===== src/rtl/vga_span_plotter.sv =====
// Span/clear pixel generator feeding vga_adapter: queues column spans, emits one plot per clock.
// Optional build macro SPAN_PLOTTER_CLIP_EN enables on-screen clipping of spans at pop time.
module vga_span_plotter #(
    parameter int SCREEN_W    = 160,
    parameter int SCREEN_H    = 120,
    parameter int X_BITS      = 8,
    parameter int Y_BITS      = 7,
    parameter int COLOUR_BITS = 3,
    parameter int FIFO_DEPTH  = 4
) (
    input  logic                   clock,
    input  logic                   resetn,
    input  logic                   req_valid,
    output logic                   req_ready,
    input  logic [X_BITS-1:0]      req_x,
    input  logic [Y_BITS-1:0]      req_y0,
    input  logic [Y_BITS-1:0]      req_y1,
    input  logic [COLOUR_BITS-1:0] req_colour,
    input  logic                   clear_start,
    input  logic [COLOUR_BITS-1:0] clear_colour,
    output logic                   clear_done,
    output logic                   busy,
    output logic [X_BITS-1:0]      vga_x,
    output logic [Y_BITS-1:0]      vga_y,
    output logic [COLOUR_BITS-1:0] vga_colour,
    output logic                   vga_write
);
    localparam int AW = $clog2(FIFO_DEPTH);
    localparam logic [1:0] S_IDLE  = 2'd0;
    localparam logic [1:0] S_SPAN  = 2'd1;
    localparam logic [1:0] S_CLEAR = 2'd2;
    localparam logic [X_BITS-1:0] X_MAX    = X_BITS'(SCREEN_W - 1);
    localparam logic [Y_BITS-1:0] Y_MAX    = Y_BITS'(SCREEN_H - 1);
    localparam logic [AW:0]       FULL_CNT = (AW+1)'(FIFO_DEPTH);

    typedef struct packed {
        logic [X_BITS-1:0]      x;
        logic [Y_BITS-1:0]      y0;
        logic [Y_BITS-1:0]      y1;
        logic [COLOUR_BITS-1:0] colour;
    } span_t;

    span_t                   mem [FIFO_DEPTH];
    logic [AW-1:0]           wr_ptr, rd_ptr;
    logic [AW:0]             count, count_n;
    logic [1:0]              state, state_n;
    logic                    clear_pending;
    logic [COLOUR_BITS-1:0]  clr_colour;
    logic [Y_BITS-1:0]       cur_y1, y1_n;
    logic [X_BITS-1:0]       x_n;
    logic [Y_BITS-1:0]       y_n;
    logic [COLOUR_BITS-1:0]  c_n;
    logic                    w_n;

    span_t             head;
    logic [Y_BITS-1:0] head_y1;
    logic              head_drop;
    logic              empty, push, pop, span_end, clear_last, do_clear;

    assign head = mem[rd_ptr];

`ifdef SPAN_PLOTTER_CLIP_EN
    always_comb begin
        head_y1   = (head.y1 > Y_MAX) ? Y_MAX : head.y1;
        head_drop = (head.x > X_MAX) || (head.y0 > Y_MAX) || (head.y0 > head_y1);
    end
`else
    always_comb begin
        head_y1   = head.y1;
        head_drop = head.y0 > head.y1;
    end
`endif

    assign empty      = (count == '0);
    assign push       = req_valid && req_ready;
    assign span_end   = (state == S_SPAN) && (vga_y == cur_y1);
    assign clear_last = (state == S_CLEAR) && (vga_x == X_MAX) && (vga_y == Y_MAX);
    // A pending clear always wins over the queue at a decision point.
    assign do_clear   = clear_pending && ((state == S_IDLE) || span_end);
    assign pop        = !empty && !clear_pending &&
                        ((state == S_IDLE) || span_end || clear_last);
    assign count_n    = count + {{AW{1'b0}}, push} - {{AW{1'b0}}, pop};
    assign busy       = (state != S_IDLE) || !empty;

    always_ff @(posedge clock) begin
        if (push) mem[wr_ptr] <= {req_x, req_y0, req_y1, req_colour};
    end

    always_ff @(posedge clock or negedge resetn) begin
        if (!resetn) begin
            wr_ptr    <= '0;
            rd_ptr    <= '0;
            count     <= '0;
            req_ready <= 1'b0;
        end else begin
            if (push) wr_ptr <= wr_ptr + AW'(1);
            if (pop)  rd_ptr <= rd_ptr + AW'(1);
            count     <= count_n;
            req_ready <= (count_n != FULL_CNT);
        end
    end

    always_ff @(posedge clock or negedge resetn) begin
        if (!resetn) begin
            clear_pending <= 1'b0;
            clr_colour    <= '0;
        end else if (clear_start && !clear_pending && state != S_CLEAR) begin
            clear_pending <= 1'b1;
            clr_colour    <= clear_colour;
        end else if (do_clear) begin
            clear_pending <= 1'b0;
        end
    end

    always_comb begin
        state_n = state;
        x_n     = vga_x;
        y_n     = vga_y;
        c_n     = vga_colour;
        w_n     = vga_write;
        y1_n    = cur_y1;
        if (do_clear) begin
            state_n = S_CLEAR;
            x_n     = '0;
            y_n     = '0;
            c_n     = clr_colour;
            w_n     = 1'b1;
        end else if (pop) begin
            if (head_drop) begin
                state_n = S_IDLE;
                w_n     = 1'b0;
            end else begin
                state_n = S_SPAN;
                x_n     = head.x;
                y_n     = head.y0;
                c_n     = head.colour;
                w_n     = 1'b1;
                y1_n    = head_y1;
            end
        end else if (span_end || clear_last) begin
            state_n = S_IDLE;
            w_n     = 1'b0;
        end else if (state == S_SPAN) begin
            y_n = vga_y + Y_BITS'(1);
        end else if (state == S_CLEAR) begin
            if (vga_x == X_MAX) begin
                x_n = '0;
                y_n = vga_y + Y_BITS'(1);
            end else begin
                x_n = vga_x + X_BITS'(1);
            end
        end
    end

    always_ff @(posedge clock or negedge resetn) begin
        if (!resetn) begin
            state      <= S_IDLE;
            vga_x      <= '0;
            vga_y      <= '0;
            vga_colour <= '0;
            vga_write  <= 1'b0;
            cur_y1     <= '0;
            clear_done <= 1'b0;
        end else begin
            state      <= state_n;
            vga_x      <= x_n;
            vga_y      <= y_n;
            vga_colour <= c_n;
            vga_write  <= w_n;
            cur_y1     <= y1_n;
            clear_done <= clear_last;
        end
    end

endmodule


===== config.mk =====
export PLATFORM = sky130hd
export DESIGN_NAME = vga_span_plotter
export DESIGN_NICKNAME = d
export VERILOG_FILES = /design/src/rtl/vga_span_plotter.sv
export SDC_FILE = /design/constraint.sdc
export NUM_CORES = 1
export LEC_CHECK = 0
export BUFFER_PORTS_ARGS = -buffer_cell sky130_fd_sc_hd__buf_2
export CAP_MARGIN = 30
export CORE_UTILIZATION = 33
export CTS_BUF_LIST = sky130_fd_sc_hd__clkbuf_4
export DETAILED_ROUTE_END_ITERATION = 8
export GPL_TIMING_DRIVEN = 0
export PLACE_DENSITY = 0.49
export REMOVE_ABC_BUFFERS = 1
export SETUP_SLACK_MARGIN = 0.1
export SLEW_MARGIN = 20
export SYNTH_ARGS = -nofsm -noshare
export SYNTH_HDL_FRONTEND = slang
export SYNTH_SLANG_ARGS = --single-unit
export TNS_END_PERCENT = 10

===== constraint.sdc =====
create_clock -name clock -period 9.9 [get_ports clock]
set_input_delay 1.98 -clock clock [delete_from_list [all_inputs] [get_ports clock]]
set_output_delay 1.98 -clock clock [all_outputs]
set_load 0.005 [all_outputs]

After elaboration in Yosys (flattened, before gate mapping)
Memory sizes are Yosys's and may differ from the RTL's.
Cells that the tools add are included.
{"block": "op_classes", "addsub": 6, "reduce_logical": 28, "bitwise_logic": 2, "n_lt_le_gt_ge": 1, "mux": 29, "n_eq_ne": 11}
{"cell": "2-to-1 mux 8 bit", "n": 7}
{"cell": "2-to-1 mux 7 bit", "n": 7}
{"cell": "logical AND 1 bit", "n": 9}
{"cell": "2-to-1 mux 1 bit", "n": 9}
{"cell": "2-to-1 mux 3 bit", "n": 3}
{"cell": "inequality test 3 bit, second input constant", "n": 3}
{"cell": "adder 8 x 1 -> 8 bit, second input constant", "n": 1}
{"cell": "equality test 8 bit, second input constant", "n": 1}
{"cell": "AND reduction 4 bit", "n": 2}
{"cell": "nonzero test 4 bit", "n": 2}
{"cell": "adder 7 x 1 -> 7 bit, second input constant", "n": 1}
{"cell": "equality test 7 bit", "n": 1}
{"cell": "equality test 7 bit, second input constant", "n": 1}
{"cell": "greater-than comparator 7 bit", "n": 1}
{"cell": "2-to-1 mux 2 bit", "n": 3}
{"cell": "nonzero test 2 bit", "n": 3}
{"cell": "nonzero test 3 bit", "n": 2}
{"cell": "adder 2 x 1 -> 2 bit, second input constant", "n": 2}
{"cell": "logical OR 1 bit", "n": 4}
{"cell": "adder 3 x 1 -> 3 bit", "n": 1}
{"cell": "zero test 3 bit", "n": 1}
{"cell": "inequality test 3 x 2 -> 1 bit, second input constant", "n": 1}
{"cell": "AND reduction 3 bit", "n": 1}
{"cell": "subtractor 3 x 1 -> 3 bit", "n": 1}
{"cell": "other kinds (8)", "n": 10}
{"block": "word_totals", "in_bits": 32, "output_inout_bits": 22, "mem_count": 1, "elab_cells": 91, "reg_bits": 41, "ramBits": 100}
{"name": "mem", "words": 4, "width": 25, "rd": 1, "rd_ports_with_merged_regs": 0, "wr": 1, "line_no": "43", "rtl": "span_t mem [FIFO_DEPTH];"}

Depth between registers and ports, before layout
Gate-level depths: netlist of the first run.
{"block": "logic_depth", "depth_word": 7, "depth_mapped": 13, "mapped_depth_nobuf": 12}

Worst setup path after synthesis of the first run
No wires, ideal clock.
{"block": "synth_path", "path_kind": "reg2reg", "start": "register rd_ptr[0]", "end": "register vga_x[0]", "slack_ps": 6360, "synth_period_minus_slack_ps": 3540, "required_time_ps": 9775, "path_buffers": 2, "arrival_ps": 3415, "path_stages_with_launch": 12, "cell_sequence": "dfrtp_1 -> buf_2 -> buf_1 -> mux4_2 -> inv_1 -> ha_1 -> a211oi_1 -> o21bai_1 -> o22ai_1 -> a21oi_1 -> a2bb2oi_4 -> mux2_2"}
{"block": "synth_between", "elab_chain_len": 4, "elab_cells_between_ends": 7, "classes_between": "1 x order compare; 1 x eq/ne; 3 x mux; 1 x reduce/logical; 1 x memory"}
{"item": "start, declared", "line_no": "44", "rtl": "logic [AW-1:0] wr_ptr, rd_ptr;"}
{"item": "start signal, assigned", "line_no": "97", "rtl": "if (pop) rd_ptr <= rd_ptr + AW'(1);"}
{"item": "memory (4 x 25 bit) *"}
{"item": "greater-than comparator 7 bit / 2-to-1 mux 8 bit (equally long branches)", "line_no": "70, 129"}
{"item": "inequality test 3 x 2 -> 1 bit (no line) / 2-to-1 mux 8 bit (equally long branches)"}
{"item": "AND reduction 4 bit (no line) / 2-to-1 mux 8 bit (equally long branches)"}
{"item": "end signal, assigned", "line_no": "166", "rtl": "vga_x <= x_n;"}
{"item": "end, declared", "line_no": "23", "rtl": "output logic [X_BITS-1:0] vga_x,"}
Mark *: on every way between the ends. The rest lies on a longest branch, timed or not. The select of a mux whose other input is x is not followed.
A chain may end at the register's enable or synchronous reset.

Worst setup path in the final report of the first run
{"block": "layout_path", "start": "register rd_ptr[0]", "end": "register vga_x[6]"}
Same word-level chain as after synthesis.

==> out/summary.json, run 1 <==
{
  "run_status": {
    "outcome": "complete, no violations"
  },
  "synthesis": {
    "synth_top_area_share_pct": 47.61,
    "synth-async-reset-ratio_pct": 29.08,
    "yosys.area_share.adder_pct": 3.888,
    "share_of_the_synthesized_area_in_compound_gates_ao_oa_aoi_oai_pct": 7.379,
    "yosysMostFrequentCell": "sky130_fd_sc_hd__edfxtp_1",
    "synth_top_family_by_area": "multiplexers",
    "netlist_top_cells_area": "sky130_fd_sc_hd__edfxtp_1, sky130_fd_sc_hd__dfrtp_1, sky130_fd_sc_hd__mux4_2, sky130_fd_sc_hd__ha_1, sky130_fd_sc_hd__mux2_2",
    "post_synth_and_or_nand_nor_area_fraction_pct": 7.875,
    "ys_warn_count": 0,
    "syn-instance-count": 411,
    "post_synth_mux_area_share_pct": 11.84,
    "yosys-top-cells-count": "sky130_fd_sc_hd__edfxtp_1, sky130_fd_sc_hd__dfrtp_1, sky130_fd_sc_hd__mux4_2",
    "synth_sequential_area_ratio_pct": 63.88,
    "synth_edf_count": 100,
    "netlist-cell-type-count": 61,
    "syn_area_mm2": 0.006307,
    "postSynthRegisterBits": 141,
    "avgSynthCellArea_um2": 15.35,
    "post-synth-top-area-cell": "sky130_fd_sc_hd__edfxtp_1",
    "yosys.area_share.xor_xnor_pct": 2.638,
    "synth_ff_type": "sky130_fd_sc_hd__edfxtp_1"
  },
  "clock_tree": {
    "path_clk_slew_ps": 110,
    "cts-resized-gates": 0,
    "clk-insertion-delay-late_ps": 560,
    "ctsHoldBuffers": 0,
    "postCtsSetupBuffers": 0,
    "cts-buffers-inserted": 17,
    "cts_root_buf": "sky130_fd_sc_hd__clkbuf_4",
    "clock_sinks": 141,
    "cts_tree": "yes",
    "clockBufferDepth": 2,
    "ctsHtreeMaxLevel": 4
  },
  "drt": {
    "drtAntennaViolNets": 0,
    "wire_per_inst_um": 18.89,
    "first_iter_violations": 271,
    "drt-vias-per-instance": 5.114,
    "drc_errors": 0,
    "routed_wirelength_mm": 13.64,
    "drt_first_pass_iters": 4,
    "vias": 3692
  },
  "sta": {
    "setup-tns-final_ps": 0,
    "timing.final.setup_violations": 0,
    "finalMaxSlewViolations": 0,
    "max_slew_margin_pct": 41.75,
    "rsz0062_at_grt": "false",
    "hold_slack_ps": 507.1,
    "fin_crit_sh_pct": 39.22,
    "fin_skew_ps": 19.71,
    "worst_pin_slew_ps": 865.8,
    "finalHoldViolCount": 0,
    "period_needed_ps": 3883,
    "max_freq_ghz": 0.2575
  },
  "critical_path": {
    "cp_data_arrival_time_ps": 4320,
    "critical_path.max_fanout": 21,
    "critPathLaunchType": "register",
    "cp.required_ps": 10340,
    "timing.critical_path.to_type": "register",
    "critPathKind": "reg2reg"
  },
  "global_routing": {
    "grt_antenna_before_repair": 1,
    "grt_usage_pct": 15.12,
    "gr-total-overflow": 0,
    "wire_length_of_the_first_global_routing_pass_mm": 21.80,
    "grt_start_max_net_pins": 28,
    "grt_pass1_vias": 3831
  },
  "floorplanning": {
    "floorplan.initialDensity_pct": 33.72,
    "dieWidth_um": 140.3,
    "num_rows": 50,
    "fp.coreArea_mm2": 0.01871,
    "fp.dieArea_mm2": 0.01967,
    "io_pins": 54,
    "die_h_um": 140.3
  },
  "run": {
    "drv_cap": 0
  },
  "final_layout": {
    "filler_cell_count": 1765,
    "area_delta_synth_final_pct": 14.88,
    "multi_input_comb_area_mm2": 0.002128,
    "drive_above_1_share_pct": 30.18,
    "area.sequential_mm2": 0.004031,
    "final_net_count": 525
  },
  "worst_hold_path": {
    "worstHoldPathType": "reg2reg"
  },
  "pwr": {
    "power.leakage_uw": 0.002755,
    "ir_drop_v": 0.00007879,
    "power.density_cell_area_mw_per_mm2": 307.3
  },
  "place": {
    "dpl.hpwl_mm": 9.528,
    "buffer_ports.inserted": 53,
    "place.gp.congestion": 0.8401
  }
}
-- layout make-up --
| type | count | share of cell area, % |
|---|---|---|
| clock buffer | 22 | 2.279 |
| clock inverter | 10 | 1.658 |
| timing repair buffer | 59 | 5.837 |
| antenna | 1 | 0.03454 |
| multi-input combinational | 233 | 29.37 |
| tap | 234 | 4.041 |
| sequential | 141 | 55.64 |
| inverter | 22 | 1.140 |
-- metal layers --
layer	GRT usage, %	wire, um	share of wire [%]	up-vias
met5	0	0	0	-
met4	5.726	178	1.3	0
met3	3.726	506	3.7	13
met2	24.66	6676	49	74
met1	19.50	6277	46	1880
li1	-	-	-	1725
-- worst max-delay path, stage by stage, from the launching register on --
cell and delay [ps]:
sky130_fd_sc_hd__dfrtp_2 580, sky130_fd_sc_hd__buf_12 250, sky130_fd_sc_hd__mux4_2 530, sky130_fd_sc_hd__inv_1 110
sky130_fd_sc_hd__ha_1 250, sky130_fd_sc_hd__a211oi_1 240, sky130_fd_sc_hd__o21bai_1 130, sky130_fd_sc_hd__o22ai_1 570
sky130_fd_sc_hd__a21oi_1 310, sky130_fd_sc_hd__a2bb2oi_4 400, sky130_fd_sc_hd__mux2_2 380
-- cells by family after synthesis --
family,after synthesis
multiplexers,43
AND/OR/NAND/NOR,88
buffers and inverters,37
AO/OA/AOI/OAI,64
adder cells (fa/ha/maj),19
XOR/XNOR,19
flip-flops,141
-- report_power, final --
group / switching [uW] / leakage [uW] / internal [uW]
clock: 205 / 0.000156 / 164
combinational: 498 / 0.00118 / 423
sequential: 138 / 0.00142 / 797
-- flip-flops by register name (all words and copies together), names as in the netlist --
| signal | flops |
|---|---|
| req_ready | 1 |
| count | 3 |
| clr_colour | 3 |
| cur_y1 | 7 |
| clear_pending | 1 |
| wr_ptr | 2 |
| vga_x | 8 |
| mem | 100 |
| vga_y | 7 |
| vga_write | 1 |
| clear_done | 1 |
| vga_colour | 3 |
| rd_ptr | 2 |
| state | 2 |
-- placed cells by master, fill, tap and decap left out, drive strengths merged, types with 7 or more instances in the layout --
master,instances
edfxtp,100
buf,59
dfrtp,41
mux4,24
inv,22
clkbuf,22
nand2,21
nand3,20
ha,18
o21ai,17
a21oi,14
mux2,13
xor2,12
nor2,12
xnor2,7
a211oi,7
clkinv,7
-- per-stage QoR --
step / cell area (um2) / worst slack (ps) / instances / total power [uW] / util (%)
floorplan: 6232 / 6162 / 396 / 1550 / -
global placement: 6790 / 5004 / 683 / 1830 / 36.30
finish: 7246 / 6017 / 722 / 2227 / 38.74
global route: 7246 / 5788 / 722 / 2390 / 38.74
detailed placement: 6958 / 5963 / 689 / 1887 / 37.20
CTS: 7243 / 5940 / 721 / 2261 / 38.72
-- worst paths after layout --
check | end | cells past startpoint | start | slack [ps]
setup / recovery | vga_x[6]$_DFFE_PN0P_ | 10 | rd_ptr[0]$_DFFE_PN0N_ | 6020
hold / removal | vga_colour[2]$_DFFE_PN0P_ | 2 | clr_colour[2]$_DFFE_PN0P_ | 510
setup reg to reg | vga_x[6]$_DFFE_PN0P_ | 10 | rd_ptr[0]$_DFFE_PN0N_ | 6020
hold reg to reg | vga_colour[2]$_DFFE_PN0P_ | 2 | clr_colour[2]$_DFFE_PN0P_ | 510
max in group asynchronous | rd_ptr[0]$_DFFE_PN0N_ | 2 | resetn | 8000
min in group asynchronous | vga_y[3]$_DFFE_PN0P_ | 1 | resetn | 1400
No activity file was read; power rests on OpenSTA's default activity.
==> run 2: changes to the inputs <==
- ABC_AREA: not set -> 1
- clock period: 9.9 -> 3.61 ns (I/O delays scaled with it)
==> out/summary.json, run 2 <==
{
  "pwr": {
    "power.density_cell_area": {"value": 505.0, "unit": "mW/mm2", "change": "+64%"},
    "power.leakage": {"value": 0.003177, "unit": "uW", "change": "+15%"},
    "switching_share": {"value": 26.10, "unit": "%", "change": "-12 points"},
    "ir_drop": {"value": 0.0002112, "unit": "V", "change": "+170%"},
    "intPower": {"value": 2818, "unit": "uW", "change": "+100%"},
    "power.combinational.fraction": {"value": 15.3, "unit": "%", "change": "-26 points"},
    "clkPwrFrac": {"value": 30.9, "unit": "%", "change": "+14 points"},
    "p_seq_share": {"value": 53.9, "unit": "%", "change": "+12 points"},
    "power_switching": {"value": 995.2, "unit": "uW", "change": "+18%"}
  },
  "floorplanning": {
    "io_pins": {"value": 54, "change": "unchanged"},
    "fp.coreArea": {"value": 0.01896, "unit": "mm2", "change": "+1.3%"},
    "floorplan.initialDensity": {"value": 34.17, "unit": "%", "change": "+0.45 points"},
    "fp.dieArea": {"value": 0.02019, "unit": "mm2", "change": "+2.6%"},
    "num_rows": {"value": 50, "change": "unchanged"},
    "dieWidth": {"value": 142.1, "unit": "um", "change": "+1.3%"},
    "die_h": {"value": 142.1, "unit": "um", "change": "+1.3%"}
  },
  "final_layout": {
    "mostFrequentLayoutCells": "sky130_fd_sc_hd__nand2_1, sky130_fd_sc_hd__edfxtp_1, sky130_fd_sc_hd__buf_2",
    "largest_register_ffs": {"value": 100, "change": "unchanged"},
    "filler_cell_count": {"value": 1826, "change": "+3.5%"},
    "largest-register": "mem",
    "finalNonFillerCells": {"value": 936, "change": "+30%"},
    "drive_above_1_share": {"value": 19.88, "unit": "%", "change": "-10 points"},
    "layout_commonest_cell": "sky130_fd_sc_hd__nand2_1",
    "area_delta_synth_final_pct": 16.60,
    "final_net_count": {"value": 712, "change": "+36%"},
    "biggestRegsByFlops": "mem x100, vga_x x8",
    "fin_area": {"value": 0.007551, "unit": "mm2", "change": "+4.2%"}
  },
  "clock_tree": {
    "clock_sinks": {"value": 141, "change": "unchanged"},
    "cts_tree": "yes",
    "clk-insertion-delay-late": {"value": 550, "unit": "ps", "change": "about the same"},
    "clockBufferDepth": {"value": 2, "change": "unchanged"},
    "ctsHoldBuffers": {"value": 0, "change": "unchanged"},
    "ctsHtreeMaxLevel": {"value": 4, "change": "unchanged"},
    "cts-buffers-inserted": {"value": 17, "change": "unchanged"},
    "path_clk_slew": {"value": 110, "unit": "ps", "change": "about the same"},
    "cts_root_buf": "sky130_fd_sc_hd__clkbuf_4"
  },
  "run_status": {
    "outcome": "complete, no violations"
  },
  "sta": {
    "timing.final.setup_violations": {"value": 0, "change": "unchanged"},
    "fin_skew": {"value": 19.08, "unit": "ps", "change": "-0.6326 ps"},
    "hold_slack": {"value": 87.90, "unit": "ps", "change": "-419.2 ps"},
    "fin_crit_sh": {"value": 90.97, "unit": "%", "change": "+52 points"},
    "max_freq": {"value": 0.3045, "unit": "GHz", "change": "+18%"},
    "setup-tns-final": {"value": 0, "unit": "ps", "change": "unchanged"},
    "finalMaxSlewViolations": {"value": 0, "change": "unchanged"},
    "finalHoldViolCount": {"value": 0, "change": "unchanged"},
    "worst_pin_slew": {"value": 591.5, "unit": "ps", "change": "-274.3 ps"},
    "max_slew_margin": {"value": 60.47, "unit": "%", "change": "+19 points"},
    "period_needed": {"value": 3284, "unit": "ps", "change": "-599.0 ps"},
    "rsz0062_at_grt": "false",
    "fin_ws": {"value": 326.0, "unit": "ps", "change": "-5691 ps"}
  },
  "synthesis": {
    "synth-async-reset-ratio": {"value": 29.08, "unit": "%", "change": "unchanged"},
    "post-synth-top-area-cell": "sky130_fd_sc_hd__edfxtp_1",
    "synth_ff_type": "sky130_fd_sc_hd__edfxtp_1",
    "yosys-top-cells-count": "sky130_fd_sc_hd__nand2_1, sky130_fd_sc_hd__edfxtp_1, sky130_fd_sc_hd__nor2_1",
    "synth_edf_count": {"value": 100, "change": "unchanged"},
    "avgSynthCellArea": {"value": 10.78, "unit": "um2", "change": "-30%"},
    "postSynthRegisterBits": {"value": 141, "change": "unchanged"},
    "synth_sequential_area_ratio": {"value": 62.21, "unit": "%", "change": "-1.7 points"},
    "syn_area": {"value": 0.006476, "unit": "mm2", "change": "+2.7%"},
    "yosysMostFrequentCell": "sky130_fd_sc_hd__nand2_1",
    "syn-instance-count": {"value": 601, "change": "+46%"},
    "ys_warn_count": {"value": 0, "change": "unchanged"},
    "netlist-cell-type-count": {"value": 41, "change": "-33%"},
    "synth_top_area_share": {"value": 46.37, "unit": "%", "change": "-1.2 points"},
    "netlist_top_cells_area": "sky130_fd_sc_hd__edfxtp_1, sky130_fd_sc_hd__dfrtp_1, sky130_fd_sc_hd__nand2_1, sky130_fd_sc_hd__ha_1, sky130_fd_sc_hd__nor2_1"
  },
  "critical_path": {
    "critPathLaunchType": "register",
    "cp_data_arrival_time": {"value": 3760, "unit": "ps", "change": "-560 ps"},
    "critical_path.max_fanout": {"value": 36, "change": "+71%"},
    "r2r_slack": {"value": 330, "unit": "ps", "change": "-5690 ps"},
    "timing.critical_path.to_type": "register",
    "reg2reg_to": "vga_x[1]$_DFFE_PN0P_",
    "critPathKind": "reg2reg",
    "rr_worst_depth": {"value": 15, "change": "+5"},
    "cp.required": {"value": 4090, "unit": "ps", "change": "-6250 ps"},
    "regToRegStartpoint": "rd_ptr[0]$_DFFE_PN0N_"
  },
  "global_routing": {
    "gr-total-overflow": {"value": 0, "change": "unchanged"},
    "wire_length_of_the_first_global_routing_pass": {"value": 23.90, "unit": "mm", "change": "+9.6%"},
    "grt_antenna_before_repair": {"value": 1, "change": "unchanged"},
    "grt_start_max_net_pins": {"value": 37, "change": "+32%"},
    "grt_usage": {"value": 15.96, "unit": "%", "change": "+0.83 points"},
    "grt_pass1_vias": {"value": 4404, "change": "+15%"}
  },
  "place": {
    "placed_cells": {"value": 898, "change": "+30%"},
    "standard_cell_area_after_detailed_placement": {"value": 0.007152, "unit": "mm2", "change": "+2.8%"},
    "buffer_ports.inserted": {"value": 53, "change": "unchanged"},
    "dpl.hpwl": {"value": 10.00, "unit": "mm", "change": "+5.0%"},
    "place.gp.congestion": {"value": 0.7868, "change": "-6.3%"},
    "place_ws": {"value": -264.9, "unit": "ps", "change": "-6228 ps"}
  },
  "drt": {
    "vias": {"value": 4430, "change": "+20%"},
    "drt_first_pass_iters": {"value": 4, "change": "unchanged"},
    "first_iter_violations": {"value": 240, "change": "-11%"},
    "drtAntennaViolNets": {"value": 0, "change": "unchanged"},
    "wire_per_inst": {"value": 15.88, "unit": "um", "change": "-16%"},
    "drc_errors": {"value": 0, "change": "unchanged"},
    "drt-vias-per-instance": {"value": 4.733, "change": "-7.4%"},
    "routed_wirelength": {"value": 14.87, "unit": "mm", "change": "+9.0%"}
  },
  "run": {
    "drv_cap": {"value": 0, "change": "unchanged"}
  },
  "worst_hold_path": {
    "worstHoldPathType": "in2async"
  }
}
## run 2: changes by cell type after synthesis, sizes merged, moves of 10 or more
cell,change
a21oi,+14
inv,+27
mux2,-10
mux4,-24
nand2,+142
nand3,+14
nor2,+37
o21ai,+15
## run 2: timing repair
action	4_1_cts	5_1_grt
setup endpoints to repair	19	15
setup buffers	0	3
cloned	0	1
pin swaps	0	1
gates resized for setup	2	5
## run 2: layer usage
layer	global-route usage, %	up-vias	routed length [um]
li1	-	2197	-
met1	20.61	2131	6779
met2	25.83	84	7168
met3	3.836	18	695
met4	6.169	0	222
met5	0	-	0
## run 2: logic make-up (layout without fill, tap and decap cells)
family / Yosys count / in the layout / synth area share (%)
XOR/XNOR: 12 / 12 / 1.623
adder cells (fa/ha/maj): 19 / 19 / 3.787
AO/OA/AOI/OAI: 88 / 88 / 8.559
AND/OR/NAND/NOR: 264 / 265 / 18.26
other: 0 / 2 / 0
multiplexers: 3 / 3 / 0.5216
buffers and inverters: 74 / 146 / 5.042
flip-flops: 141 / 141 / 62.21
## run 2: metrics by stage
step | util [%] | power, uW
floorplan | - | 2385
global placement | 36.55 | 2562
detailed placement | 37.73 | 2682
CTS | 39.54 | 3856
global route | 39.82 | 4000
finish | 39.84 | 3813
## run 2: worst max-delay path, cell delays in order, from the launching register on
cell	delay, ps
sky130_fd_sc_hd__dfrtp_4	610
sky130_fd_sc_hd__buf_12	220
sky130_fd_sc_hd__inv_6	190
sky130_fd_sc_hd__buf_16	190
sky130_fd_sc_hd__nand2_1	70
sky130_fd_sc_hd__a32o_1	250
sky130_fd_sc_hd__ha_1	320
sky130_fd_sc_hd__a21oi_1	210
sky130_fd_sc_hd__o21a_1	150
sky130_fd_sc_hd__nand2_1	40
sky130_fd_sc_hd__nand2_1	160
sky130_fd_sc_hd__nand3_4	210
sky130_fd_sc_hd__nand3_4	210
sky130_fd_sc_hd__buf_4	190
sky130_fd_sc_hd__nand4_1	80
sky130_fd_sc_hd__nand2_1	100
## run 2: worst max-delay path by stage
| stage | start | endpoint | depth (start not counted) |
|---|---|---|---|
| 2_1_floorplan | rd_ptr[0]$_DFFE_PN0N_ | vga_y[6]$_DFFE_PN0P_ | 14 |
| 3_3_place_gp | rd_ptr[0]$_DFFE_PN0N_ | vga_y[0]$_DFFE_PN0P_ | 13 |
| 3_5_place_dp | rd_ptr[1]$_DFFE_PN0N_ | vga_y[0]$_DFFE_PN0P_ | 13 |
| 4_1_cts | rd_ptr[1]$_DFFE_PN0N_ | vga_y[5]$_DFFE_PN0P_ | 15 |
| 5_1_grt | rd_ptr[0]$_DFFE_PN0N_ | vga_x[7]$_DFFE_PN0P_ | 15 |
| 6_report | rd_ptr[0]$_DFFE_PN0N_ | vga_x[1]$_DFFE_PN0P_ | 15 |
## run 2: power by group through the flow
stage               Clock [uW]  Sequential, uW  Combinational (uW)
floorplan                    0            2090                 299
global placement             0            2100                 459
detailed placement           0            2090                 591
CTS                       1210            2060                 590
global route              1270            2070                 654
finish                    1180            2050                 582
## run 2: cell type report
class / count / area, um2 / share of cell area [%]
Clock inverter: 13 / 197.7 / 2.618
Antenna cell: 2 / 5.005 / 0.06628
Inverter: 50 / 196.4 / 2.601
Multi-Input combinational cell: 387 / 2167 / 28.70
Sequential cell: 141 / 4036 / 53.45
Clock buffer: 19 / 142.6 / 1.889
Tap cell: 260 / 325.3 / 4.308
Timing Repair Buffer: 64 / 480.5 / 6.363
==> run 3: changes to the inputs <==
- BUFFER_PORTS_ARGS: -buffer_cell sky130_fd_sc_hd__buf_2 -> not set
- DONT_BUFFER_PORTS: not set -> 1
- PLACE_DENSITY: 0.49 -> 0.47
- clock period: 3.61 -> 3.8 ns (I/O delays scaled with it)
==> out/summary.json, run 3 (synthesis gave the netlist of run 2 again) <==
{
  "clock_tree": {
    "cts_tree": "yes",
    "clk-insertion-delay-late": {"value": 540, "unit": "ps", "change": "about the same"},
    "ctsHtreeMaxLevel": {"value": 4, "change": "unchanged"},
    "cts_root_buf": "sky130_fd_sc_hd__clkbuf_4",
    "clockBufferDepth": {"value": 2, "change": "unchanged"},
    "cts-buffers-inserted": {"value": 17, "change": "unchanged"},
    "clock_sinks": {"value": 141, "change": "unchanged"},
    "path_clk_slew": {"value": 120, "unit": "ps", "change": "about the same"}
  },
  "global_routing": {
    "grt_pass1_vias": {"value": 4484, "change": "+1.8%"},
    "gr-total-overflow": {"value": 0, "change": "unchanged"},
    "wire_length_of_the_first_global_routing_pass": {"value": 24.25, "unit": "mm", "change": "+1.5%"},
    "grt_antenna_before_repair": {"value": 1, "change": "unchanged"},
    "grt_usage": {"value": 16.31, "unit": "%", "change": "+0.35 points"},
    "grt_start_max_net_pins": {"value": 44, "change": "+19%"}
  },
  "pwr": {
    "power.density_cell_area": {"value": 504.7, "unit": "mW/mm2", "change": "about the same"},
    "clkPwrFrac": {"value": 32.5, "unit": "%", "change": "+1.6 points"},
    "switching_share": {"value": 25.55, "unit": "%", "change": "-0.55 points"},
    "power.leakage": {"value": 0.002955, "unit": "uW", "change": "-7.0%"},
    "power_switching": {"value": 937.9, "unit": "uW", "change": "-5.8%"},
    "ir_drop": {"value": 0.0001819, "unit": "V", "change": "-14%"},
    "intPower": {"value": 2732, "unit": "uW", "change": "-3.0%"},
    "p_seq_share": {"value": 53.3, "unit": "%", "change": "-0.6 points"},
    "power.combinational.fraction": {"value": 14.2, "unit": "%", "change": "-1.1 points"}
  },
  "critical_path": {
    "cp.required": {"value": 4230, "unit": "ps", "change": "+140 ps"},
    "rr_worst_depth": {"value": 15, "change": "unchanged"},
    "critical_path.max_fanout": {"value": 43, "change": "+19%"},
    "reg2reg_to": "vga_y[0]$_DFFE_PN0P_",
    "r2r_slack": {"value": 400, "unit": "ps", "change": "+70 ps"},
    "regToRegStartpoint": "rd_ptr[0]$_DFFE_PN0N_",
    "critPathKind": "reg2reg",
    "cp_data_arrival_time": {"value": 3830, "unit": "ps", "change": "+70 ps"},
    "timing.critical_path.to_type": "register",
    "critPathLaunchType": "register"
  },
  "sta": {
    "fin_crit_sh": {"value": 89.59, "unit": "%", "change": "-1.4 points"},
    "max_slew_margin": {"value": 63.20, "unit": "%", "change": "+2.7 points"},
    "worst_pin_slew": {"value": 550.7, "unit": "ps", "change": "-40.84 ps"},
    "max_freq": {"value": 0.2937, "unit": "GHz", "change": "-3.5%"},
    "rsz0062_at_grt": "false",
    "hold_slack": {"value": 33.99, "unit": "ps", "change": "-53.91 ps"},
    "fin_skew": {"value": 17.52, "unit": "ps", "change": "-1.559 ps"},
    "finalMaxSlewViolations": {"value": 0, "change": "unchanged"},
    "timing.final.setup_violations": {"value": 0, "change": "unchanged"},
    "finalHoldViolCount": {"value": 0, "change": "unchanged"},
    "period_needed": {"value": 3404, "unit": "ps", "change": "+120.4 ps"},
    "setup-tns-final": {"value": 0, "unit": "ps", "change": "unchanged"}
  },
  "run": {
    "drv_cap": {"value": 0, "change": "unchanged"}
  },
  "worst_hold_path": {
    "worstHoldPathType": "in2async"
  },
  "drt": {
    "drt-vias-per-instance": {"value": 4.807, "change": "+1.6%"},
    "vias": {"value": 4230, "change": "-4.5%"},
    "drt_first_pass_iters": {"value": 4, "change": "unchanged"},
    "routed_wirelength": {"value": 15.09, "unit": "mm", "change": "+1.5%"},
    "drc_errors": {"value": 0, "change": "unchanged"},
    "wire_per_inst": {"value": 17.14, "unit": "um", "change": "+7.9%"},
    "drtAntennaViolNets": {"value": 0, "change": "unchanged"},
    "first_iter_violations": {"value": 189, "change": "-21%"}
  },
  "place": {
    "place.gp.congestion": {"value": 0.8112, "change": "+3.1%"},
    "buffer_ports.inserted": {"value": 0, "change": "-100%"},
    "placed_cells": {"value": 843, "change": "-6.1%"},
    "dpl.hpwl": {"value": 9.916, "unit": "mm", "change": "-0.87%"}
  },
  "floorplanning": {
    "io_pins": {"value": 54, "change": "unchanged"},
    "die_h": {"value": 142.1, "unit": "um", "change": "unchanged"},
    "dieWidth": {"value": 142.1, "unit": "um", "change": "unchanged"},
    "fp.dieArea": {"value": 0.02019, "unit": "mm2", "change": "unchanged"},
    "fp.coreArea": {"value": 0.01896, "unit": "mm2", "change": "unchanged"},
    "floorplan.initialDensity": {"value": 34.17, "unit": "%", "change": "unchanged"},
    "num_rows": {"value": 50, "change": "unchanged"}
  },
  "final_layout": {
    "mostFrequentLayoutCells": "sky130_fd_sc_hd__nand2_1, sky130_fd_sc_hd__edfxtp_1, sky130_fd_sc_hd__nor2_1",
    "largest_register_ffs": {"value": 100, "change": "unchanged"},
    "post-route-util": {"value": 38.36, "unit": "%", "change": "-1.5 points"},
    "biggestRegsByFlops": "mem x100, vga_x x8",
    "drive_above_1_share": {"value": 12.76, "unit": "%", "change": "-7.1 points"},
    "finalNonFillerCells": {"value": 880, "change": "-6.0%"},
    "layout_commonest_cell": "sky130_fd_sc_hd__nand2_1",
    "final_net_count": {"value": 657, "change": "-7.7%"},
    "area_delta_synth_final_pct": 12.29,
    "largest-register": "mem"
  },
  "run_status": {
    "outcome": "complete, no violations"
  }
}
## run 3: changes by cell type in the layout (fill, tap and decap cells not counted), sizes merged
cell      before  now
buf           64   10
clkinvlp       2    0
bufinv         5    6
diode          2    1
inv           48   49
nand3         35   34
## run 3: worst max-delay path, stage by stage, from the launching register on
cell and delay [ps]:
sky130_fd_sc_hd__dfrtp_2 540, sky130_fd_sc_hd__buf_12 230, sky130_fd_sc_hd__inv_2 260, sky130_fd_sc_hd__buf_12 230, sky130_fd_sc_hd__nand2_1 70, sky130_fd_sc_hd__a32o_1 260
sky130_fd_sc_hd__ha_1 320, sky130_fd_sc_hd__a21oi_1 210, sky130_fd_sc_hd__o21a_1 150, sky130_fd_sc_hd__nand2_1 40, sky130_fd_sc_hd__nand2_1 100, sky130_fd_sc_hd__nand3_4 290
sky130_fd_sc_hd__nand3_4 280, sky130_fd_sc_hd__nand2_2 150, sky130_fd_sc_hd__nand2_1 100, sky130_fd_sc_hd__nand2_1 50
## run 3: layer usage
layer	track usage [%]	up-vias	routed length [um]
met5	0	-	0
met3	4.576	19	786
li1	-	2075	-
met2	28.28	79	7505
met1	19.12	2057	6535
met4	6.169	0	258
## run 3: area by class of cell
cell class | instances | area [um2]
fill | 1807 | 11680
sequential | 141 | 4031
multi-input combinational | 386 | 2157
tap | 260 | 325.3
clock inverter | 13 | 220.2
timing repair buffer | 10 | 200.2
inverter | 50 | 192.7
clock buffer | 19 | 142.6
antenna | 1 | 2.502
## run 3: power by group through the flow
stage / Clock (uW) / Combinational (uW) / Sequential [uW]
after floorplan: 0 / 284 / 1980
after global placement: 0 / 404 / 2000
after detailed placement: 0 / 524 / 1990
after CTS: 1230 / 541 / 1960
after global routing: 1290 / 586 / 1970
final: 1190 / 523 / 1960
## run 3: what timing repair did
action	CTS	global route
cloned	0	0
setup endpoints to repair	15	15
resized for setup	2	2
endpoints found under the hold margin	41	0
pin swaps	0	1
hold buffers	1	0
buffers inserted	0	3
## run 3: worst max-delay path by stage
stage	startpoint	to	slack, ps	cells after the start
2_1_floorplan	rd_ptr[0]$_DFFE_PN0N_	vga_y[6]$_DFFE_PN0P_	110	14
3_3_place_gp	rd_ptr[0]$_DFFE_PN0N_	vga_y[3]$_DFFE_PN0P_	-1660	13
3_5_place_dp	rd_ptr[1]$_DFFE_PN0N_	vga_y[0]$_DFFE_PN0P_	-110	13
4_1_cts	rd_ptr[1]$_DFFE_PN0N_	vga_y[0]$_DFFE_PN0P_	170	13
5_1_grt	rd_ptr[0]$_DFFE_PN0N_	vga_y[2]$_DFFE_PN0P_	110	15
6_report	rd_ptr[0]$_DFFE_PN0N_	vga_y[0]$_DFFE_PN0P_	400	15
## run 3: metrics by stage
stage                     total power (uW)  area (um2)  setup slack, ps
after floorplan                       2266        6337            109.1
after CTS                             3729        7239            168.1
after global routing                  3847        7272            109.2
final                                 3670        7272            395.6
after detailed placement              2514        6844           -114.5
after global placement                2403        6663            -1656
